**config.mk**
```make
export PLATFORM = sky130hd
export DESIGN_NAME = store_buffer
export DESIGN_NICKNAME = d
export VERILOG_FILES = /design/src/rtl/store_buffer_pkg.sv /design/src/rtl/store_lane_fmt.sv /design/src/rtl/store_buffer.sv
export SDC_FILE = /design/constraint.sdc
export NUM_CORES = 1
export LEC_CHECK = 0
export ABC_AREA = 0
export ABC_CLOCK_PERIOD_IN_PS = 11100
export BUFFER_PORTS_ARGS = -buffer_cell sky130_fd_sc_hd__clkbuf_2
export CAP_MARGIN = 0
export CORE_ASPECT_RATIO = 0.8
export CORE_MARGIN = 5
export CORE_UTILIZATION = 40
export DETAILED_ROUTE_END_ITERATION = 8
export GPL_ROUTABILITY_DRIVEN = 0
export GPL_TIMING_DRIVEN = 0
export SYNTH_ARGS = -nofsm -noshare
export SYNTH_HDL_FRONTEND = slang
export SYNTH_SLANG_ARGS = --single-unit
```
**constraint.sdc**
```tcl
create_clock -name clk -period 11.1 [get_ports clk]
set_input_delay 3.33 -clock clk [delete_from_list [all_inputs] [get_ports clk]]
set_output_delay 3.33 -clock clk [all_outputs]
set_load 0.02 [all_outputs]
```
**src/rtl/store_buffer_pkg.sv**
```systemverilog
// Shared types and opcode ranges for the memory-stage store path.
package store_buffer_pkg;

  localparam logic [4:0] OP_W_LO = 5'd3;
  localparam logic [4:0] OP_W_HI = 5'd5;
  localparam logic [4:0] OP_H_LO = 5'd6;
  localparam logic [4:0] OP_H_HI = 5'd8;
  localparam logic [4:0] OP_B_LO = 5'd9;
  localparam logic [4:0] OP_B_HI = 5'd11;

  // One queued store, already lane-formatted.
  typedef struct packed {
    logic [29:0] addr;
    logic [31:0] wdata;
    logic [3:0]  we;
  } sb_entry_t;

endpackage

```
**src/rtl/store_lane_fmt.sv**
```systemverilog
// Places store data into its byte lanes and builds the byte-write mask.
module store_lane_fmt
  import store_buffer_pkg::*;
(
  input  logic [4:0]  opcode,
  input  logic [1:0]  addr_lo,
  input  logic [31:0] data,
  output logic [31:0] wdata_c,
  output logic [3:0]  we_c,
  output logic        ok_c
);

  always_comb begin
    wdata_c = '0;
    we_c    = '0;
    ok_c    = 1'b0;
    if (opcode >= OP_W_LO && opcode <= OP_W_HI) begin
      wdata_c = data;
      we_c    = 4'b1111;
      ok_c    = 1'b1;
    end else if (opcode >= OP_H_LO && opcode <= OP_H_HI) begin
      ok_c = 1'b1;
      case (addr_lo)
        2'b00: begin
          wdata_c = {16'h0000, data[15:0]};
          we_c    = 4'b0011;
        end
        2'b01: begin
          wdata_c = {8'h00, data[15:0], 8'h00};
          we_c    = 4'b0110;
        end
        default: begin
          wdata_c = {data[15:0], 16'h0000};
          we_c    = 4'b1100;
        end
      endcase
    end else if (opcode >= OP_B_LO && opcode <= OP_B_HI) begin
      wdata_c = {24'h000000, data[7:0]} << {addr_lo, 3'b000};
      we_c    = 4'b0001 << addr_lo;
      ok_c    = 1'b1;
    end
  end

endmodule

```
**src/rtl/store_buffer.sv**
```systemverilog
// In-order store FIFO between the memory stage and the data memory port,
// with word-address hazard detection for loads.
module store_buffer
  import store_buffer_pkg::*;
#(
  parameter int unsigned DEPTH = 4
) (
  input  logic        clk,
  input  logic        rst,
  input  logic        clk_en,
  input  logic        halt,
  input  logic        st_valid,
  input  logic        st_bubble,
  input  logic [7:0]  st_exc,
  input  logic [4:0]  st_opcode,
  input  logic [31:0] st_addr,
  input  logic [31:0] st_data,
  output logic        full,
  output logic        empty,
  input  logic        ld_check,
  input  logic [31:0] ld_addr,
  output logic        ld_hazard,
  output logic        mem_req,
  output logic [31:0] mem_addr,
  output logic [31:0] mem_wdata,
  output logic [3:0]  mem_we,
  input  logic        mem_ack
);

  localparam int unsigned PTR_W = $clog2(DEPTH);
  localparam int unsigned CNT_W = PTR_W + 1;

  sb_entry_t        entries [DEPTH];
  logic [DEPTH-1:0] valid;
  logic [PTR_W-1:0] wr_ptr;
  logic [PTR_W-1:0] rd_ptr;
  logic [CNT_W-1:0] count;

  logic [31:0] fmt_wdata_c;
  logic [3:0]  fmt_we_c;
  logic        fmt_ok_c;
  logic        enq_c;
  logic        pop_c;
  logic        ld_addr_unused;

  store_lane_fmt u_fmt (
    .opcode  (st_opcode),
    .addr_lo (st_addr[1:0]),
    .data    (st_data),
    .wdata_c (fmt_wdata_c),
    .we_c    (fmt_we_c),
    .ok_c    (fmt_ok_c)
  );

  // Loads are compared at word granularity only.
  assign ld_addr_unused = ^ld_addr[1:0];

  assign full  = (count == CNT_W'(DEPTH));
  assign empty = (count == '0);

  // Memory port is driven purely from registered state.
  assign mem_req   = !empty;
  assign mem_addr  = empty ? 32'h0 : {entries[rd_ptr].addr, 2'b00};
  assign mem_wdata = empty ? 32'h0 : entries[rd_ptr].wdata;
  assign mem_we    = empty ? 4'h0  : entries[rd_ptr].we;

  assign enq_c = clk_en && !halt && st_valid && !st_bubble && (st_exc == 8'h00)
                 && !full && fmt_ok_c;
  assign pop_c = clk_en && mem_req && mem_ack;

  always_comb begin
    ld_hazard = 1'b0;
    for (int i = 0; i < int'(DEPTH); i++) begin
      if (ld_check && valid[i] && (entries[i].addr == ld_addr[31:2])) begin
        ld_hazard = 1'b1;
      end
    end
  end

  always_ff @(posedge clk) begin
    if (rst) begin
      valid  <= '0;
      wr_ptr <= '0;
      rd_ptr <= '0;
      count  <= '0;
      for (int i = 0; i < int'(DEPTH); i++) begin
        entries[i] <= '0;
      end
    end else begin
      if (pop_c) begin
        valid[rd_ptr] <= 1'b0;
        rd_ptr        <= rd_ptr + PTR_W'(1);
      end
      // A full FIFO never enqueues and an empty one never pops, so slots never collide.
      if (enq_c) begin
        entries[wr_ptr] <= '{addr: st_addr[31:2], wdata: fmt_wdata_c, we: fmt_we_c};
        valid[wr_ptr]   <= 1'b1;
        wr_ptr          <= wr_ptr + PTR_W'(1);
      end
      case ({enq_c, pop_c})
        2'b10:   count <= count + CNT_W'(1);
        2'b01:   count <= count - CNT_W'(1);
        default: count <= count;
      endcase
    end
  end

endmodule

```
==> impl_metrics.py, run 1 <==
metrics = {
    "final_layout": {
        "fin_nets": 1390,
        "drive_gt1_share_pct": 25.10,
        "area_growth_syn_to_layout_pct": 18.40,
        "n_fill_cell": 3157,
        "stdcell_count": 1760,
    },
    "floorplanning": {
        "fp-row-count": 61,
        "io_pins": 189,
        "die_area_mm2": 0.03920,
        "die_height_um": 178.1,
        "die_x_um": 220.1,
        "start_util_pct": 40.60,
        "core-area_mm2": 0.03480,
    },
    "cts": {
        "h-tree-depth": 1,
        "numCtsBuffers": 30,
        "cts_root_buf": "clkbuf_16",
        "clkTransAtPathRegs_ps": 50,
        "clock_path_buffers": 3,
        "cts_tree": "done",
        "clk_latency_ps": 560,
        "cts_resized": 0,
        "cts_setup_buffers": 0,
        "cts.hold.buffers_added": 0,
        "cts_sinks": 277,
    },
    "grt": {
        "grt_pass1_wl_um": 60240,
        "grt_pass1_vias": 9512,
        "antenna_found_initial": 3,
        "grt_usage_pct": 20.71,
        "grt_max_degree": 56,
        "globalRouteOverflowTotal": 0,
        "gr-usage-met1_pct": 30.19,
        "busiest_layer": "met2",
        "use_met3_pct": 4.802,
        "met2_usage_pct": 32.10,
    },
    "sta": {
        "slew_headroom_pct": 28.86,
        "timing.final.crit_share_pct": 77.62,
        "clock.fmax_ghz": 0.1161,
        "finalHoldViolCount": 0,
        "setup_violations": 0,
        "min_period_ps": 8616,
        "fin_ws_ps": 2484,
        "drv_slew": 0,
        "tightest_slew_ps": 1067,
        "skew_ps": 23.37,
        "rsz0062_at_grt": "false",
    },
    "pwr": {
        "pwr-share-seq_pct": 51.6,
        "p_switching_mw": 0.5254,
        "p_leak_nw": 6.012,
        "power.density_mw_per_mm2": 139.2,
        "ir_drop_v": 0.0001262,
        "power_frac_comb_pct": 7.1,
        "pwr-share-clk_pct": 41.3,
        "p_int_mw": 1.804,
        "switching_share_pct": 22.56,
    },
    "run_status": {
        "outcome": "finished, final reports clean",
    },
    "routing": {
        "avgViaCountPerCell": 5.290,
        "routedWlPerCell_um": 23.32,
        "dr.pass1.iters": 5,
        "wirelength_um": 41040,
        "drt_iter0_drc": 883,
        "drt.antenna.violating_nets": 0,
        "via_count": 9310,
        "drc": 0,
    },
    "critical_path": {
        "arrival_ps": 5290,
        "slowest_stage": "nor4_1",
        "crit_fanout": 4,
        "critPathMaxStageDelay_ps": 640,
        "worstPathCellList": "clkbuf_1 -> xnor2_1 -> nand4_1 -> nor4_1 -> nand4_1 -> nand4_1 -> clkbuf_2",
        "cp-start-kind": "primary input",
        "crit_top_cell": "nand4_1",
        "required_ps": 7770,
        "path_class": "in -> out",
        "endpoint_kind": "primary output",
    },
    "synth": {
        "async_reset_ff_share_pct": 0,
        "synth.distinct_cells": 51,
        "synth_area_mm2": 0.01413,
        "synth_ff_type": "edfxtp_1",
        "syn_area_per_cell_um2": 13.38,
        "synth_edf_count": 264,
        "ys_warn_count": 0,
        "synthXorXnorAreaFrac_pct": 7.687,
        "synth_top_family_by_area": "simple AND/OR/NAND/NOR gates",
        "synth-seq-area-share_pct": 57.95,
        "synth.area.mux_share_pct": 10.66,
        "synth_seq_cells": 277,
        "synthAdderAreaFrac_pct": 0.9387,
        "synth_compound_area_share_pct": 2.550,
        "netlist_instances": 1056,
        "synth_simple_gate_area_share_pct": 17.23,
    },
    "run": {
        "cap_violations": 0,
    },
    "place": {
        "io_buffer_count": 166,
        "dp_hpwl_um": 30290,
        "dp_slack_ps": 2584,
        "dp_cells": 1703,
    },
    "worst_hold_path": {
        "hp-class": "reg -> reg",
    },
}
## flip-flops by register name, summed over array words and instances (netlist names), named ones only
name,count
count,3
wr_ptr,2
entries,264
valid,4
rd_ptr,2
## cell usage in the layout (no fill, tap or decap), types with 3 or more instances in the layout
cell	instances
buf_8	3
mux4_2	66
clkbuf_2	170
nand3_1	8
clkinv_2	4
buf_1	5
a22oi_1	12
clkbuf_16	30
dfxtp_1	13
edfxtp_1	264
buf_6	3
inv_1	21
nand2b_1	5
nor2_1	132
ha_1	9
a222oi_1	8
nand2_1	6
clkbuf_8	5
buf_4	3
a21oi_1	5
buf_2	14
clkbuf_1	57
xor2_1	42
xnor2_1	82
clkinv_1	3
nand2_4	3
buf_16	5
and3_1	27
a221oi_1	8
nor4_1	16
and2_1	198
nand4_1	21
## worst max-delay path, delay by kind of cell
kind,cells,cell delay [ps]
and+or+nand+nor,4,1160
xor gates and xnor gates,1,440
buffers and inverters,2,360
## logic make-up after synthesis
family | after synthesis
DFF | 277
other | 1
muxes | 68
and+or+nand+nor | 437
AOI/OAI and AO/OA | 43
xor gates and xnor gates | 124
adders and majority gates | 10
buffers and inverters | 96
## layer usage
layer | up-vias | part of all wire [%]
met2 | 322 | 45
met1 | 4680 | 45
met5 | - | 0.051
met4 | 4 | 2.0
met3 | 59 | 8.1
li1 | 4245 | -
## synthesized netlist by cell type, types with 3 or more instances
master	n	area, um2
edfxtp_1	264	7928
and2_1	198	1239
nor2_1	132	495.5
xnor2_1	82	718.2
mux4_2	66	1486
clkbuf_1	46	172.7
xor2_1	42	367.9
and3_1	27	168.9
inv_1	21	78.83
nand4_1	21	131.4
nor4_1	17	106.4
buf_2	14	70.07
dfxtp_1	13	260.3
a22oi_1	12	90.09
ha_1	9	112.6
nand2_1	9	33.78
a221oi_1	8	70.07
a222oi_1	8	80.08
nand3_1	8	40.04
a21oi_1	5	25.02
buf_1	5	18.77
nand2b_1	5	31.28
clkbuf_2	4	20.02
buf_4	3	22.52
buf_6	3	33.78
## power groups by stage
stage,clock [mW],sequential (mW),combinational (mW)
2_1_floorplan,0,1.22,0.0841
3_3_place_gp,0,1.23,0.156
3_5_place_dp,0,1.22,0.165
4_1_cts,0.975,1.20,0.166
5_1_grt,1.02,1.21,0.177
6_report,0.961,1.20,0.166
## area by class of cell
type / count / area, um2 / share of cell area (%)
multi-input combinational: 684 / 5570 / 33.30
inverter: 21 / 78.83 / 0.4712
antenna: 1 / 2.502 / 0.01496
clock buffer: 46 / 860.8 / 5.146
sequential: 277 / 8188 / 48.95
buffer: 75 / 337.8 / 2.019
timing repair buffer: 174 / 1013 / 6.058
clock inverter: 10 / 86.33 / 0.5161
tap: 472 / 590.6 / 3.530
## metrics by stage
| stage | total power [mW] | cell area (um2) | setup TNS (ps) | utilization, % | hold slack (ps) |
|---|---|---|---|---|---|
| after floorplan | 1.305 | 14130 | 0 | - | 455.9 |
| after global placement | 1.385 | 15550 | -239720 | 44.69 | 476.4 |
| after detailed placement | 1.389 | 15770 | 0 | 45.32 | 490.3 |
| after CTS | 2.343 | 16720 | 0 | 48.04 | 498.0 |
| after global routing | 2.402 | 16730 | 0 | 48.07 | 538.7 |
| final | 2.329 | 16730 | 0 | 48.07 | 491.5 |
## final timing paths
| kind | cells past startpoint | from | slack [ps] | to |
|---|---|---|---|---|
| max | 7 | ld_addr[11] | 2480 | ld_hazard |
| min | 2 | count[2] | 490 | count[2] |
| max reg2reg | 8 | count[0] | 8040 | entries[2][53] |
| min reg2reg | 2 | count[2] | 490 | count[2] |
No activity file was read; power rests on OpenSTA's default activity.
==> inputs of run 2 (changes only) <==
- ABC_AREA: 0 -> 1
- ABC_CLOCK_PERIOD_IN_PS: 11100 -> 7600
- clock period: 11.1 -> 7.6 ns (I/O delays scaled with it)
==> run 2 against run 1 <==
  * Combinational power up 66%
  * First-iteration DRC count rose by 120%
  * Die area is 4.2% higher
  * Utilization hardly changed
  * Wire length grew 32%
  * Final area grew 3.9%
  * Total power rose by 45%
  * Setup slack got worse by 900 ps
  * Clock power grew 44%
  * Critical path depth is 2 higher
  * Cell count up 42%
  * Area after synthesis is 4.4% higher
  * Highest routed layer is now met4
==> impl_metrics.py, run 2 <==
metrics = {
    "cts": {
        "h-tree-depth": 1,
        "cts_tree": "done",
        "clkTransAtPathRegs_ps": 60,
        "clk_latency_ps": 570,
        "numCtsBuffers": 29,
        "cts_resized": 0,
        "cts_root_buf": "clkbuf_16",
        "cts_setup_buffers": 0,
        "clock_path_buffers": 3,
        "cts_sinks": 277,
        "cts.hold.buffers_added": 0,
    },
    "synth": {
        "synthXorXnorAreaFrac_pct": 1.721,
        "synth_edf_count": 264,
        "synth_top_family_by_area": "simple AND/OR/NAND/NOR gates",
        "synth_compound_area_share_pct": 13.08,
        "synthAdderAreaFrac_pct": 0.8988,
        "synth_common_cells": "528 x nor2_1, 264 x edfxtp_1, 254 x nand2_1, 228 x o21ai_0, 165 x inv_1",
        "synth_area_mm2": 0.01476,
        "synth.distinct_cells": 32,
        "synth_ff_type": "edfxtp_1",
        "synth_top_cells_by_area": "edfxtp_1 54%, nor2_1 13%, o21ai_0 7.7%",
        "synth.most_common_cell": "nor2_1",
        "ys_warn_count": 0,
        "synth_top_area_cell": "edfxtp_1",
        "netlist_instances": 1774,
        "synth_simple_gate_area_share_pct": 21.67,
        "syn_area_per_cell_um2": 8.318,
        "synth_top_area_share_pct": 53.73,
        "synth.area.mux_share_pct": 0,
        "async_reset_ff_share_pct": 0,
        "synth_seq_cells": 277,
        "synth-seq-area-share_pct": 55.49,
    },
    "floorplanning": {
        "die_x_um": 224.7,
        "io_pins": 189,
        "fp-row-count": 62,
        "core-area_mm2": 0.03615,
        "die_height_um": 181.8,
        "start_util_pct": 40.82,
        "die_area_mm2": 0.04085,
    },
    "critical_path": {
        "timing.rr.start": "count[1]",
        "r2r_slack_ps": 4460,
        "r2r_cells": 11,
        "arrival_ps": 3740,
        "cp-start-kind": "primary input",
        "path_class": "in -> out",
        "endpoint_kind": "primary output",
        "crit_fanout": 6,
        "rr_endpoint": "entries[0][25]",
        "required_ps": 5320,
    },
    "sta": {
        "timing.final.crit_share_pct": 79.18,
        "rsz0062_at_grt": "false",
        "finalHoldViolCount": 0,
        "setup_violations": 0,
        "slew_headroom_pct": 20.15,
        "clock.fmax_ghz": 0.1662,
        "setup-tns-final_ps": 0,
        "skew_ps": 16.32,
        "tightest_slew_ps": 1189,
        "holdWs_ps": 489.3,
        "drv_slew": 0,
        "min_period_ps": 6018,
    },
    "place": {
        "io_buffer_count": 181,
        "dp_hpwl_um": 39990,
    },
    "run_status": {
        "outcome": "finished, final reports clean",
    },
    "worst_hold_path": {
        "hp-class": "reg -> reg",
        "min_path_cells": 2,
        "hold_end": "count[2]",
        "worstHoldStart": "count[2]",
    },
    "final_layout": {
        "n_fill_cell": 3587,
        "area_growth_syn_to_layout_pct": 17.83,
        "multi_input_area_mm2": 0.005559,
        "drive_gt1_share_pct": 13.19,
        "final_common_cell": "nor2_1",
        "diodes": 0,
        "seqCellArea_mm2": 0.008188,
        "largest_register_ffs": 264,
        "top_regs": "entries (264), valid (4), count (3)",
        "mostFrequentLayoutCells": "528 x nor2_1, 264 x edfxtp_1, 251 x nand2_1",
        "fin_nets": 2122,
        "top_register": "entries",
    },
    "pwr": {
        "ir_drop_v": 0.0001670,
        "p_leak_nw": 7.209,
        "power.density_mw_per_mm2": 194.8,
    },
    "routing": {
        "drt_iter0_drc": 1912,
        "wirelength_um": 54350,
        "routedWlPerCell_um": 21.77,
        "dr.pass1.iters": 6,
        "avgViaCountPerCell": 5.482,
        "via_count": 13690,
        "drt.antenna.violating_nets": 0,
        "drc": 0,
    },
    "grt": {
        "grt_usage_pct": 25.52,
        "grt_pass1_vias": 12660,
        "globalRouteOverflowTotal": 0,
        "antenna_found_initial": 0,
        "grt_max_degree": 53,
        "grt_pass1_wl_um": 79280,
    },
    "run": {
        "cap_violations": 0,
    },
}
[run 2: worst max-delay path by stage]
stage / slack (ps) / endpoint / depth (start not counted) / startpoint
2_1_floorplan: 1270 / entries[3][0] / 5 / st_opcode[3]
3_3_place_gp: -1610 / entries[3][39] / 6 / st_opcode[3]
3_5_place_dp: 1680 / ld_hazard / 9 / ld_addr[2]
4_1_cts: 1670 / ld_hazard / 9 / ld_addr[2]
5_1_grt: 1570 / ld_hazard / 11 / ld_addr[8]
6_report: 1580 / ld_hazard / 9 / ld_addr[2]
[run 2: final cells by class]
type,count,share of cell area [%]
sequential,277,47.09
multi-input combinational,1241,31.97
timing repair buffer,189,6.290
clock buffer,36,4.498
inverter,168,3.627
tap,480,3.454
buffer,89,2.404
clock inverter,17,0.6621
[run 2: critical path, stage by stage]
cell	delay (ps)
clkbuf_2	160
xnor2_1	410
nand3_1	160
nor2_1	240
nand2_1	80
nor2_1	100
nor2_1	40
nand2_1	80
clkbuf_2	180
[run 2: power by group]
part | total (mW) | internal (mW) | switching, mW
Combinational | 0.276 | 0.0799 | 0.196
Clock | 1.38 | 0.762 | 0.613
Sequential | 1.74 | 1.71 | 0.0235
Total | 3.39 | 2.55 | 0.833
[run 2: metal layers]
layer	vias up	part of all wire [%]	global-route usage, %	wire, um
met5	-	0	0.3584	0
met4	0	3.0	6.793	1643
met3	116	13	7.233	6805
met2	858	42	37.24	22880
met1	6438	42	37.37	23020
li1	6276	-	-	-
[run 2: kinds of logic after synthesis]
group | count (synthesis)
other cells | 1
compound gates | 372
fa+ha+maj | 10
simple gates | 828
xor+xnor | 29
flops | 277
buf+inv | 257
[run 2: metrics by stage]
step	power, mW	worst slack [ps]	instances	area, um2	utilization, %
6_report	3.387	1582	2497	17390	48.10
3_5_place_dp	2.035	1679	2444	16490	45.61
5_1_grt	3.492	1575	2497	17390	48.10
2_1_floorplan	1.902	1274	1775	14760	-
3_3_place_gp	2.027	-1607	2436	16270	45.01
4_1_cts	3.392	1670	2497	17390	48.10
